===== src/rtl/dma_timing_control_pkg.sv =====
// dmaRegConfigPkg: shared state, transfer-type and command-bit definitions for the DMA engine
package dmaRegConfigPkg;
  localparam int CHANNELS = 4;
  localparam int ADDRESSWIDTH = 16;
  localparam int CMD_DISABLE = 2;
  localparam int CMD_ROTATE = 4;
  localparam logic [1:0] VERIFY = 2'b00;
  localparam logic [1:0] WRITE = 2'b01;
  localparam logic [1:0] READ = 2'b10;
  localparam logic [1:0] PTR_RESET = 2'd3;
  typedef enum logic [2:0] {SI, S0, S1, S2, S3, S4} dmaState_t;
  function automatic logic [CHANNELS-1:0] chOneHot(input logic [1:0] ch);
    return CHANNELS'(1) << ch;
  endfunction
endpackage


===== src/rtl/dma_timing_control_if.sv =====
// dma_timing_control_if: bus-side request/hold handshake and strobes of the DMA engine
interface dma_timing_control_if;
  import dmaRegConfigPkg::*;
  logic [CHANNELS-1:0] DREQ, DACK;
  logic HLDA, EOP_N_IN, HRQ, AEN, ADSTB, MEMR_N, MEMW_N, IOR_N_OUT, IOW_N_OUT, EOP_N_OUT;
  modport master(
    input DREQ, HLDA, EOP_N_IN,
    output HRQ, DACK, AEN, ADSTB, MEMR_N, MEMW_N, IOR_N_OUT, IOW_N_OUT, EOP_N_OUT
  );
  modport slave(
    output DREQ, HLDA, EOP_N_IN,
    input HRQ, DACK, AEN, ADSTB, MEMR_N, MEMW_N, IOR_N_OUT, IOW_N_OUT, EOP_N_OUT
  );
endinterface


===== src/rtl/dma_timing_control_priority_resolver.sv =====
// dma_priority_resolver: picks the winning DREQ, fixed or rotating from the channel after ptr
module dma_priority_resolver
  import dmaRegConfigPkg::*;
(
  input  logic [CHANNELS-1:0] dreq,
  input  logic                rotate,
  input  logic [1:0]          ptr,
  output logic                grantValid,
  output logic [1:0]          grantCh
);
  logic [1:0] base;
  assign base = rotate ? ptr + 2'd1 : 2'd0;
  assign grantValid = |dreq;
  // scan from lowest priority upward so the last hit is the highest-priority request
  always_comb begin
    grantCh = base;
    for (int i = CHANNELS - 1; i >= 0; i--)
      if (dreq[base + 2'(i)]) grantCh = base + 2'(i);
  end
endmodule


===== src/rtl/dma_timing_control.sv =====
// dma_timing_control: DREQ arbitration, HRQ/HLDA handshake and single-transfer S0..S4 sequencing
module dma_timing_control
  import dmaRegConfigPkg::*;
(
  input  logic                      CLK,
  input  logic                      RESET_N,
  dma_timing_control_if.master      bus,
  input  logic [7:0]                commandReg,
  input  logic [CHANNELS-1:0][5:0]  modeReg,
  input  logic [CHANNELS-1:0]       tcReached,
  output logic [1:0]                activeChannel,
  output logic                      programCondition,
  output logic                      loadAddr,
  output logic                      updateCurrentAddressReg,
  output logic                      updateCurrentWordCountReg,
  output logic                      intEOP
);
  dmaState_t state;
  logic [1:0] ch, ptr, grantCh, xfer;
  logic grantValid, extEop, isRead, isWrite;
  logic unused;
  dma_priority_resolver resolver (
    .dreq(bus.DREQ),
    .rotate(commandReg[CMD_ROTATE]),
    .ptr(ptr),
    .grantValid(grantValid),
    .grantCh(grantCh)
  );
  // the illegal type 11 behaves as verify
  assign xfer = (modeReg[ch][1:0] == 2'b11) ? VERIFY : modeReg[ch][1:0];
  assign isRead = xfer == READ;
  assign isWrite = xfer == WRITE;
  assign activeChannel = ch;
  assign unused = ^{commandReg[7:5], commandReg[3], commandReg[1:0], modeReg};
  // outputs are registered on the transition into the state they belong to
  always_ff @(posedge CLK or negedge RESET_N)
    if (!RESET_N) begin
      state <= SI;
      ch <= '0;
      ptr <= PTR_RESET;
      extEop <= 1'b0;
      bus.HRQ <= 1'b0;
      bus.DACK <= '0;
      bus.AEN <= 1'b0;
      bus.ADSTB <= 1'b0;
      bus.MEMR_N <= 1'b1;
      bus.MEMW_N <= 1'b1;
      bus.IOR_N_OUT <= 1'b1;
      bus.IOW_N_OUT <= 1'b1;
      bus.EOP_N_OUT <= 1'b1;
      programCondition <= 1'b1;
      loadAddr <= 1'b0;
      updateCurrentAddressReg <= 1'b0;
      updateCurrentWordCountReg <= 1'b0;
      intEOP <= 1'b0;
    end else begin
      bus.ADSTB <= 1'b0;
      bus.MEMR_N <= 1'b1;
      bus.MEMW_N <= 1'b1;
      bus.IOR_N_OUT <= 1'b1;
      bus.IOW_N_OUT <= 1'b1;
      bus.EOP_N_OUT <= 1'b1;
      programCondition <= 1'b0;
      loadAddr <= 1'b0;
      updateCurrentAddressReg <= 1'b0;
      updateCurrentWordCountReg <= 1'b0;
      intEOP <= 1'b0;
      case (state)
        SI: begin
          extEop <= 1'b0;
          if (!commandReg[CMD_DISABLE] && grantValid) begin
            state <= S0;
            ch <= grantCh;
            bus.HRQ <= 1'b1;
          end else programCondition <= 1'b1;
        end
        S0:
          if (bus.HLDA) begin
            state <= S1;
            bus.AEN <= 1'b1;
            bus.ADSTB <= 1'b1;
            bus.DACK <= chOneHot(ch);
            loadAddr <= 1'b1;
          end else if (!bus.DREQ[ch]) begin
            state <= SI;
            bus.HRQ <= 1'b0;
            programCondition <= 1'b1;
          end
        S1: begin
          state <= S2;
          extEop <= extEop | !bus.EOP_N_IN;
          bus.MEMR_N <= !isRead;
          bus.IOR_N_OUT <= !isWrite;
        end
        S2: begin
          state <= S3;
          extEop <= extEop | !bus.EOP_N_IN;
          bus.MEMR_N <= !isRead;
          bus.IOW_N_OUT <= !isRead;
          bus.IOR_N_OUT <= !isWrite;
          bus.MEMW_N <= !isWrite;
        end
        S3: begin
          state <= S4;
          ptr <= ch;
          updateCurrentAddressReg <= 1'b1;
          updateCurrentWordCountReg <= 1'b1;
          bus.EOP_N_OUT <= !tcReached[ch];
          intEOP <= tcReached[ch] | extEop | !bus.EOP_N_IN;
        end
        S4: begin
          state <= SI;
          bus.HRQ <= 1'b0;
          bus.DACK <= '0;
          bus.AEN <= 1'b0;
          programCondition <= 1'b1;
        end
        default: state <= SI;
      endcase
    end
endmodule


===== src/flat_wrapper.sv =====
// flat-port wrapper written by rule: the top's interface ports become plain ports
module dma_timing_control_flat import dmaRegConfigPkg::*;
  (CLK, RESET_N, commandReg, modeReg, tcReached, activeChannel, programCondition, loadAddr, updateCurrentAddressReg, updateCurrentWordCountReg, intEOP, bus_DREQ, bus_HLDA, bus_EOP_N_IN, bus_HRQ, bus_DACK, bus_AEN, bus_ADSTB, bus_MEMR_N, bus_MEMW_N, bus_IOR_N_OUT, bus_IOW_N_OUT, bus_EOP_N_OUT);
  dma_timing_control_if bus_i ();
  input  logic CLK;
  input  logic RESET_N;
  input  logic [7:0] commandReg;
  input  logic [CHANNELS-1:0][5:0] modeReg;
  input  logic [CHANNELS-1:0] tcReached;
  output logic [1:0] activeChannel;
  output logic programCondition;
  output logic loadAddr;
  output logic updateCurrentAddressReg;
  output logic updateCurrentWordCountReg;
  output logic intEOP;
  input wire logic [$bits(bus_i.DREQ)-1:0] bus_DREQ;
  input wire logic [$bits(bus_i.HLDA)-1:0] bus_HLDA;
  input wire logic [$bits(bus_i.EOP_N_IN)-1:0] bus_EOP_N_IN;
  output wire logic [$bits(bus_i.HRQ)-1:0] bus_HRQ;
  output wire logic [$bits(bus_i.DACK)-1:0] bus_DACK;
  output wire logic [$bits(bus_i.AEN)-1:0] bus_AEN;
  output wire logic [$bits(bus_i.ADSTB)-1:0] bus_ADSTB;
  output wire logic [$bits(bus_i.MEMR_N)-1:0] bus_MEMR_N;
  output wire logic [$bits(bus_i.MEMW_N)-1:0] bus_MEMW_N;
  output wire logic [$bits(bus_i.IOR_N_OUT)-1:0] bus_IOR_N_OUT;
  output wire logic [$bits(bus_i.IOW_N_OUT)-1:0] bus_IOW_N_OUT;
  output wire logic [$bits(bus_i.EOP_N_OUT)-1:0] bus_EOP_N_OUT;
  assign bus_i.DREQ = bus_DREQ;
  assign bus_i.HLDA = bus_HLDA;
  assign bus_i.EOP_N_IN = bus_EOP_N_IN;
  assign bus_HRQ = bus_i.HRQ;
  assign bus_DACK = bus_i.DACK;
  assign bus_AEN = bus_i.AEN;
  assign bus_ADSTB = bus_i.ADSTB;
  assign bus_MEMR_N = bus_i.MEMR_N;
  assign bus_MEMW_N = bus_i.MEMW_N;
  assign bus_IOR_N_OUT = bus_i.IOR_N_OUT;
  assign bus_IOW_N_OUT = bus_i.IOW_N_OUT;
  assign bus_EOP_N_OUT = bus_i.EOP_N_OUT;
  dma_timing_control u_core (.CLK(CLK), .RESET_N(RESET_N), .bus(bus_i), .commandReg(commandReg), .modeReg(modeReg), .tcReached(tcReached), .activeChannel(activeChannel), .programCondition(programCondition), .loadAddr(loadAddr), .updateCurrentAddressReg(updateCurrentAddressReg), .updateCurrentWordCountReg(updateCurrentWordCountReg), .intEOP(intEOP));
endmodule

===== config.mk =====
export PLATFORM = sky130hd
export DESIGN_NAME = dma_timing_control_flat
export DESIGN_NICKNAME = d
export VERILOG_FILES = /design/src/rtl/dma_timing_control_pkg.sv /design/src/rtl/dma_timing_control_if.sv /design/src/rtl/dma_timing_control_priority_resolver.sv /design/src/rtl/dma_timing_control.sv /design/src/flat_wrapper.sv
export SDC_FILE = /design/constraint.sdc
export NUM_CORES = 1
export LEC_CHECK = 0
export ABC_AREA = 1
export CORE_MARGIN = 10
export CORE_UTILIZATION = 38
export CTS_BUF_LIST = sky130_fd_sc_hd__clkbuf_8
export DETAILED_ROUTE_END_ITERATION = 10
export GPL_TIMING_DRIVEN = 0
export PLACE_DENSITY = 0.76
export SLEW_MARGIN = 0
export SYNTH_ARGS = -nofsm -noshare
export SYNTH_HDL_FRONTEND = slang
export SYNTH_SLANG_ARGS = --single-unit
export TNS_END_PERCENT = 30

===== constraint.sdc =====
create_clock -name CLK -period 1.3 [get_ports CLK]
set_clock_uncertainty 0.05 [all_clocks]
set_input_delay 0.195 -clock CLK [delete_from_list [all_inputs] [get_ports CLK]]
set_output_delay 0.195 -clock CLK [all_outputs]
set_load 0.01 [all_outputs]

==> summary.txt, run 1 <==
Outcome
  – Status: finished, violations left
  – Failing checks: setup timing

Clock network
  – CTS tree: done
  – CTS HTree Levels: 1
  – Clk Latency, worst-skew pair: 0.27 ns
  – Clock transition at path regs: 0.09 ns
  – Clk buf depth: 2
  – Clock root buffer: clkbuf_8
  – # clock sinks: 23
  – Num CTS Buffers: 3

Final layout
  – Area Growth Syn to Fin: 49.28%
  – Fill count: 322
  – Fin util: 58.49%
  – Most common cell after layout, fill and taps aside: nand2_1
  – Final Cell Area: 1952 um^2
  – Ratio of cells with drive above 1 in the final layout: 31.72%
  – Nets: 272
  – Antenna cell count: 0
  – Most frequent cells in the layout: nand2_1 (46), inv_1 (19), clkdlybuf4s50_1 (19), nand2_2 (18), nand3_1 (15)

Floorplan
  – CORE AREA: 3337 um^2
  – Initial Util: 39.18%
  – I/O pins: 63
  – Site row count: 21
  – Die footprint: 6187 um^2
  – Die Y: 78.66 um
  – Die width: 78.66 um

Global routing
  – Largest net degree at the start of global routing: 24
  – Total track usage: 11.53%
  – M2 GR Usage: 18.26%
  – Initial antenna violation count: 0
  – GR Layer Usage met3: 3.872%
  – First-pass GRT wire length: 5.927 mm
  – GRT busiest layer: met2
  – Vias in the first global route: 1,258
  – Grt ovf: 0
  – GR Layer Usage met1: 14.43%

Run
  – Maximum capacitance violations: 0

Route
  – Initial drt markers: 104
  – DR WL/cell: 13.85 um
  – DRT Pass-1 Iters: 4
  – # DRC: 0
  – Antenna viol nets, final: 0
  – DR vias/cell: 4.777
  – Vias: 1,304
  – Final wirelength: 3.782 mm

Synth
  – Sequential area share after synthesis: 44.78%
  – Count of state elements after synthesis: 23
  – Syn Area/Cell: 7.346 um^2
  – Synth area leaders: dfrtp_1 (29%), nand2_1 (17%), dfstp_2 (16%)
  – Top cell type's share of synthesized area: 28.71%
  – Ys Warns: 0
  – Cells after Synth: 178
  – Synth area leader: dfrtp_1
  – Cell area after technology mapping: 1308 um^2
  – Synth cell types: 23
  – Syn nets: 222

Worst setup path
  – R2r startpoint: u_core.ptr[0]
  – R2r endpoint: u_core.activeChannel[0]
  – Worst EP arrival: 1.64 ns
  – Crit path kind: flip-flop to flip-flop
  – Crit path launch type: flip-flop
  – Reg2Reg Setup Slack: -0.22 ns
  – Crit end category: flip-flop
  – Crit-path max FO: 8
  – R2R cell count: 11
  – Critical Path RT: 1.42 ns

STA
  – Hold Vio Cnt, Final: 0
  – Fin crit share: 116.8%
  – Final setup viols: 9
  – Max Clock Freq: 658.7 MHz
  – Final slew viol count: 0
  – Slew margin rel.: 31.53%
  – Final worst slack: -0.2182 ns
  – RSZ-0062 raised after global routing: yes
  – Least-Margin Pin Slew: 1.027 ns
  – Fin crit period: 1.518 ns

Placed design
  – Setup slack at placement: -0.2980 ns
  – Placed cell areas: 1755 um^2
  – Port bufs: 39
  – GP Congestion: 0.8985
  – DP HPWL: 2.683 mm

Pwr
  – LEAKAGE: 0.9767 nW
  – Total power draw: 3.968 mW
  – Pwr Density: 2033 nW/um^2
  – Max VDD drop: 0.0008404 V

Min path
  – HP Class: primary input to asynchronous set/reset pin
## flip-flops by register name, summed over array words and instances (netlist names), 2 cells and up
signal,count
u_core.state,3
u_core.activeChannel,2
u_core.bus.DACK,4
u_core.ptr,2
## per-stage QoR
| step | TNS [ns] | cells | hold slack [ns] |
|---|---|---|---|
| after floorplan | -0.1123 | 178 | -0.1506 |
| after global placement | -4.086 | 263 | 0.4217 |
| after detailed placement | -5.696 | 263 | 0.4212 |
| after CTS | -0.6370 | 268 | 0.1975 |
| after global routing | -2.011 | 273 | 0.2264 |
| final | -1.102 | 273 | 0.1630 |
## worst max path at each step
stage,cells past startpoint,start,to
2_1_floorplan,13,u_core.ptr[0],u_core.activeChannel[0]
3_3_place_gp,12,bus_DREQ[2],u_core.activeChannel[0]
3_5_place_dp,12,bus_DREQ[2],u_core.activeChannel[0]
4_1_cts,11,u_core.ptr[0],u_core.activeChannel[0]
5_1_grt,13,u_core.ptr[0],u_core.activeChannel[0]
6_report,11,u_core.ptr[0],u_core.activeChannel[0]
## report_power, final
| part | total, mW | switching [mW] | internal (mW) |
|---|---|---|---|
| clock network | 0.458 | 0.244 | 0.214 |
| logic | 2.28 | 1.31 | 0.974 |
| registers | 1.23 | 0.215 | 1.01 |
| total | 3.97 | 1.76 | 2.20 |
## what timing repair did
item | in CTS | in global routing
resized for setup | 34 | 41
endpoints found under the setup margin | 33 | 23
hold buffers | 0 | 0
buffers inserted | 1 | 5
pin swaps | 3 | 8
## worst max-delay path: stages, from the launching register on
cell and delay, ns:
dfstp_2 0.59, inv_4 0.07, nand3_1 0.09, nand2_2 0.08
nand2_2 0.07, nand2_1 0.06, o21ai_2 0.15, nand2_1 0.06
nand2_1 0.06, nand2_1 0.04, nand2_1 0.05, nand2_1 0.04
## cell type report
type	instances	area, um^2	area share [%]
inverter	28	112.6	5.769
tap	46	57.56	2.949
timing repair buffer	45	405.4	20.77
clock buffer	3	41.29	2.115
multi-input combinational	124	715.7	36.67
sequential	23	588.1	30.13
clock inverter	1	5.005	0.2564
buffer	3	26.28	1.346
## Yosys cell counts
cell type	instances
nor2_1	12
o22ai_1	1
a221oi_2	2
nor2b_1	2
buf_6	1
nand4_1	2
dfrtp_1	15
a21oi_1	4
nand3_2	1
nor2_2	2
dfstp_2	8
nand2_1	60
buf_4	2
inv_1	23
o21ai_2	2
inv_2	5
nand3_1	17
a22o_1	1
o21ai_0	9
a21boi_1	1
nor3_1	2
nand2_4	1
nand2_2	5
## layer usage
| layer | up-vias | routed length (um) |
|---|---|---|
| li1 | 654 | - |
| met1 | 603 | 1716 |
| met2 | 40 | 1741 |
| met3 | 7 | 269 |
| met4 | 0 | 54 |
| met5 | - | 0 |
## kinds of logic (layout without fill, tap and decap cells)
family                 after synthesis  after routing  synth area share [%]
AND/OR/NAND/NOR                    104            104                 34.83
buffers and inverters               31             80                 10.05
flip-flops                          23             23                 44.78
AO/OA/AOI/OAI                       20             20                 10.34
Power figures use the tool's default switching activity.
==> inputs of run 2 (changes only) <==
--- a/config.mk
+++ b/config.mk
@@ -9,6 +9,7 @@
 export CORE_MARGIN = 10
 export CORE_UTILIZATION = 38
 export CTS_BUF_LIST = sky130_fd_sc_hd__clkbuf_8
+export CTS_CLUSTER_SIZE = 20
 export DETAILED_ROUTE_END_ITERATION = 10
 export GPL_TIMING_DRIVEN = 0
 export PLACE_DENSITY = 0.76
==> constraint.sdc (replaced) <==
create_clock -name CLK -period 1.3 [get_ports CLK]
set_clock_uncertainty 0.05 [all_clocks]
set_input_delay 0.195 -clock CLK [delete_from_list [all_inputs] [get_ports CLK]]
set_output_delay 0.195 -clock CLK [all_outputs]
set_load 0.005 [all_outputs]
==> run 2 against run 1 <==
The flow still finishes with violations (setup timing). Sequential power about the same. Register-to-register slack about the same. Power decreased by 2.7%. Count of clock-buffer cells in the layout unchanged. Worst hold slack improved by 0.0013 ns. First-iteration DRC count increased by 7.7%. Combinational power decreased by 5%. Die area unchanged. Core utilization decreased by 0.11 points. Flip-flop and latch count unchanged. Setup slack about the same. Largest power group unchanged.
==> summary.txt, run 2 (same netlist as run 1, synthesis figures left out) <==
Clock network
  – Number of hold buffers added after cts: 0
  – Clk buf depth: 2
  – CTS tree: done
  – Clock transition at path regs: 0.09 ns
  – Clk Latency, worst-skew pair: 0.27 ns
  – # clock sinks: 23
  – CTS HTree Levels: 1
  – Num CTS Buffers: 3
  – Clock root buffer: clkbuf_8

Worst setup path
  – Reg2Reg Setup Slack: -0.22 ns
  – Crit end category: flip-flop
  – R2R cell count: 11
  – Worst Path Buf+Inv: 1
  – Crit. Startpoint: u_core.ptr[0]
  – Largest stage delay, worst path: 0.59 ns
  – Slowest-stage cell, CP: dfstp_2
  – Critical path's most frequent cell: nand2_1
  – Crit path kind: flip-flop to flip-flop
  – R2r endpoint: u_core.activeChannel[0]
  – R2r startpoint: u_core.ptr[0]
  – Worst EP arrival: 1.64 ns
  – CP cell instances: inv_4, nand3_1, nand2_2, nand2_2, nand2_1, o21ai_2, nand2_1, nand2_1, nand2_1, nand2_1, nand2_1
  – Critical Path RT: 1.42 ns
  – CP top delay family: flip-flops
  – CP endpoint: u_core.activeChannel[0]
  – Crit-path max FO: 8
  – Worst path depth: 11
  – Crit path launch type: flip-flop

STA
  – RSZ-0062 raised after global routing: yes
  – Slew margin rel.: 31.37%
  – Max Clock Freq: 658.7 MHz
  – Final slew viol count: 0
  – Least-Margin Pin Slew: 1.029 ns
  – Final setup viols: 9
  – Hold Vio Cnt, Final: 0
  – Fin crit share: 116.8%
  – Final setup TNS: -1.021 ns
  – Final worst slack: -0.2181 ns
  – Fin crit period: 1.518 ns

Final layout
  – Final Cell Area: 1948 um^2
  – Top flop regs: u_core.bus.DACK (4), u_core.state (3)
  – Most frequent cells in the layout: nand2_1 (49), inv_1 (19), clkdlybuf4s50_1 (19)
  – Final std cells w/o fill: 273
  – Nets: 272
  – Fill count: 323
  – Antenna cell count: 0
  – Most common cell after layout, fill and taps aside: nand2_1
  – Max reg flops: 4
  – Most flops, register: u_core.bus.DACK
  – Ratio of cells with drive above 1 in the final layout: 29.07%
  – Area Growth Syn to Fin: 49.00%

Placed design
  – # placed instances: 263
  – DP HPWL: 2.683 mm
  – GP Congestion: 0.8985
  – Port bufs: 39
  – Placed cell areas: 1755 um^2

Run
  – Maximum capacitance violations: 0

Global routing
  – Total track usage: 11.53%
  – Initial antenna violation count: 0
  – Grt ovf: 0
  – Largest net degree at the start of global routing: 24
  – First-pass GRT wire length: 5.927 mm
  – Vias in the first global route: 1,258

Route
  – DR WL/cell: 13.82 um
  – Antenna viol nets, final: 0
  – Initial drt markers: 112
  – DRT Pass-1 Iters: 4
  – DR vias/cell: 4.791
  – # DRC: 0
  – Vias: 1,308
  – Final wirelength: 3.774 mm

Floorplan
  – Die Y: 78.66 um
  – Die footprint: 6187 um^2
  – Initial Util: 39.18%
  – Site row count: 21
  – CORE AREA: 3337 um^2
  – Die width: 78.66 um
  – I/O pins: 63

Outcome
  – Failing checks: setup timing
  – Status: finished, violations left

Pwr
  – LEAKAGE: 0.9667 nW
  – Max VDD drop: 0.0007935 V
  – Pwr Density: 1981 nW/um^2

Min path
  – HP Class: primary input to asynchronous set/reset pin
run 2: timing repair:
action | CTS | global route
pin swaps | 3 | 6
buffers inserted | 1 | 5
endpoints found under the setup margin | 33 | 17
endpoints found under the hold margin | 0 | 0
gates resized for setup | 32 | 31
gates cloned | 0 | 0
run 2: area by class of cell:
class	instances	area, um^2	area share (%)
tap	46	57.56	2.954
timing repair buffer	45	414.1	21.26
buffer	3	26.28	1.349
inverter	28	112.6	5.780
multi-input combinational	124	703.2	36.10
sequential	23	588.1	30.19
clock buffer	3	41.29	2.119
clock inverter	1	5.005	0.2569
run 2: metrics by stage:
| stage | util (%) | hold WS [ns] | setup slack, ns | total power, mW |
|---|---|---|---|---|
| 2_1_floorplan | - | -0.1506 | -0.09016 | 2.298 |
| 3_3_place_gp | 52.61 | 0.4217 | -0.2938 | 2.987 |
| 3_5_place_dp | 52.61 | 0.4212 | -0.2980 | 3.022 |
| 4_1_cts | 54.44 | 0.1975 | -0.1948 | 3.437 |
| 5_1_grt | 58.38 | 0.2264 | -0.3455 | 4.151 |
| 6_report | 58.38 | 0.1643 | -0.2181 | 3.860 |
run 2: power by group:
| part | switching, mW | internal (mW) | leakage [nW] | total [mW] |
|---|---|---|---|---|
| clock | 0.243 | 0.214 | 0.0255 | 0.457 |
| combinational | 1.22 | 0.957 | 0.663 | 2.17 |
| sequential | 0.214 | 1.01 | 0.278 | 1.23 |
run 2: worst min-delay path by stage:
stage	startpoint	end	slack (ns)
after floorplan	RESET_N	u_core.activeChannel[0]	-0.15
after global placement	u_core.bus.AEN	u_core.bus.AEN	0.42
after detailed placement	u_core.bus.HRQ	u_core.bus.HRQ	0.42
after CTS	RESET_N	u_core.bus.ADSTB	0.20
after global routing	RESET_N	u_core.bus.DACK[2]	0.23
final	RESET_N	u_core.intEOP	0.16
run 2: routing by layer:
metal	wire length, um	vias up	GRT usage (%)
li1	-	654	-
met1	1707	605	14.43
met2	1725	42	18.26
met3	293	7	3.872
met4	48	0	3.584
met5	0	-	0
==> inputs of run 3 (changes only) <==
--- a/config.mk
+++ b/config.mk
@@ -6,6 +6,7 @@
 export NUM_CORES = 1
 export LEC_CHECK = 0
 export ABC_AREA = 1
+export ABC_CLOCK_PERIOD_IN_PS = 1300
 export CORE_MARGIN = 10
 export CORE_UTILIZATION = 38
 export CTS_BUF_LIST = sky130_fd_sc_hd__clkbuf_8
==> results of run 3 <==
Same layout as run 2: the final DEF is identical, and so are final timing and power.
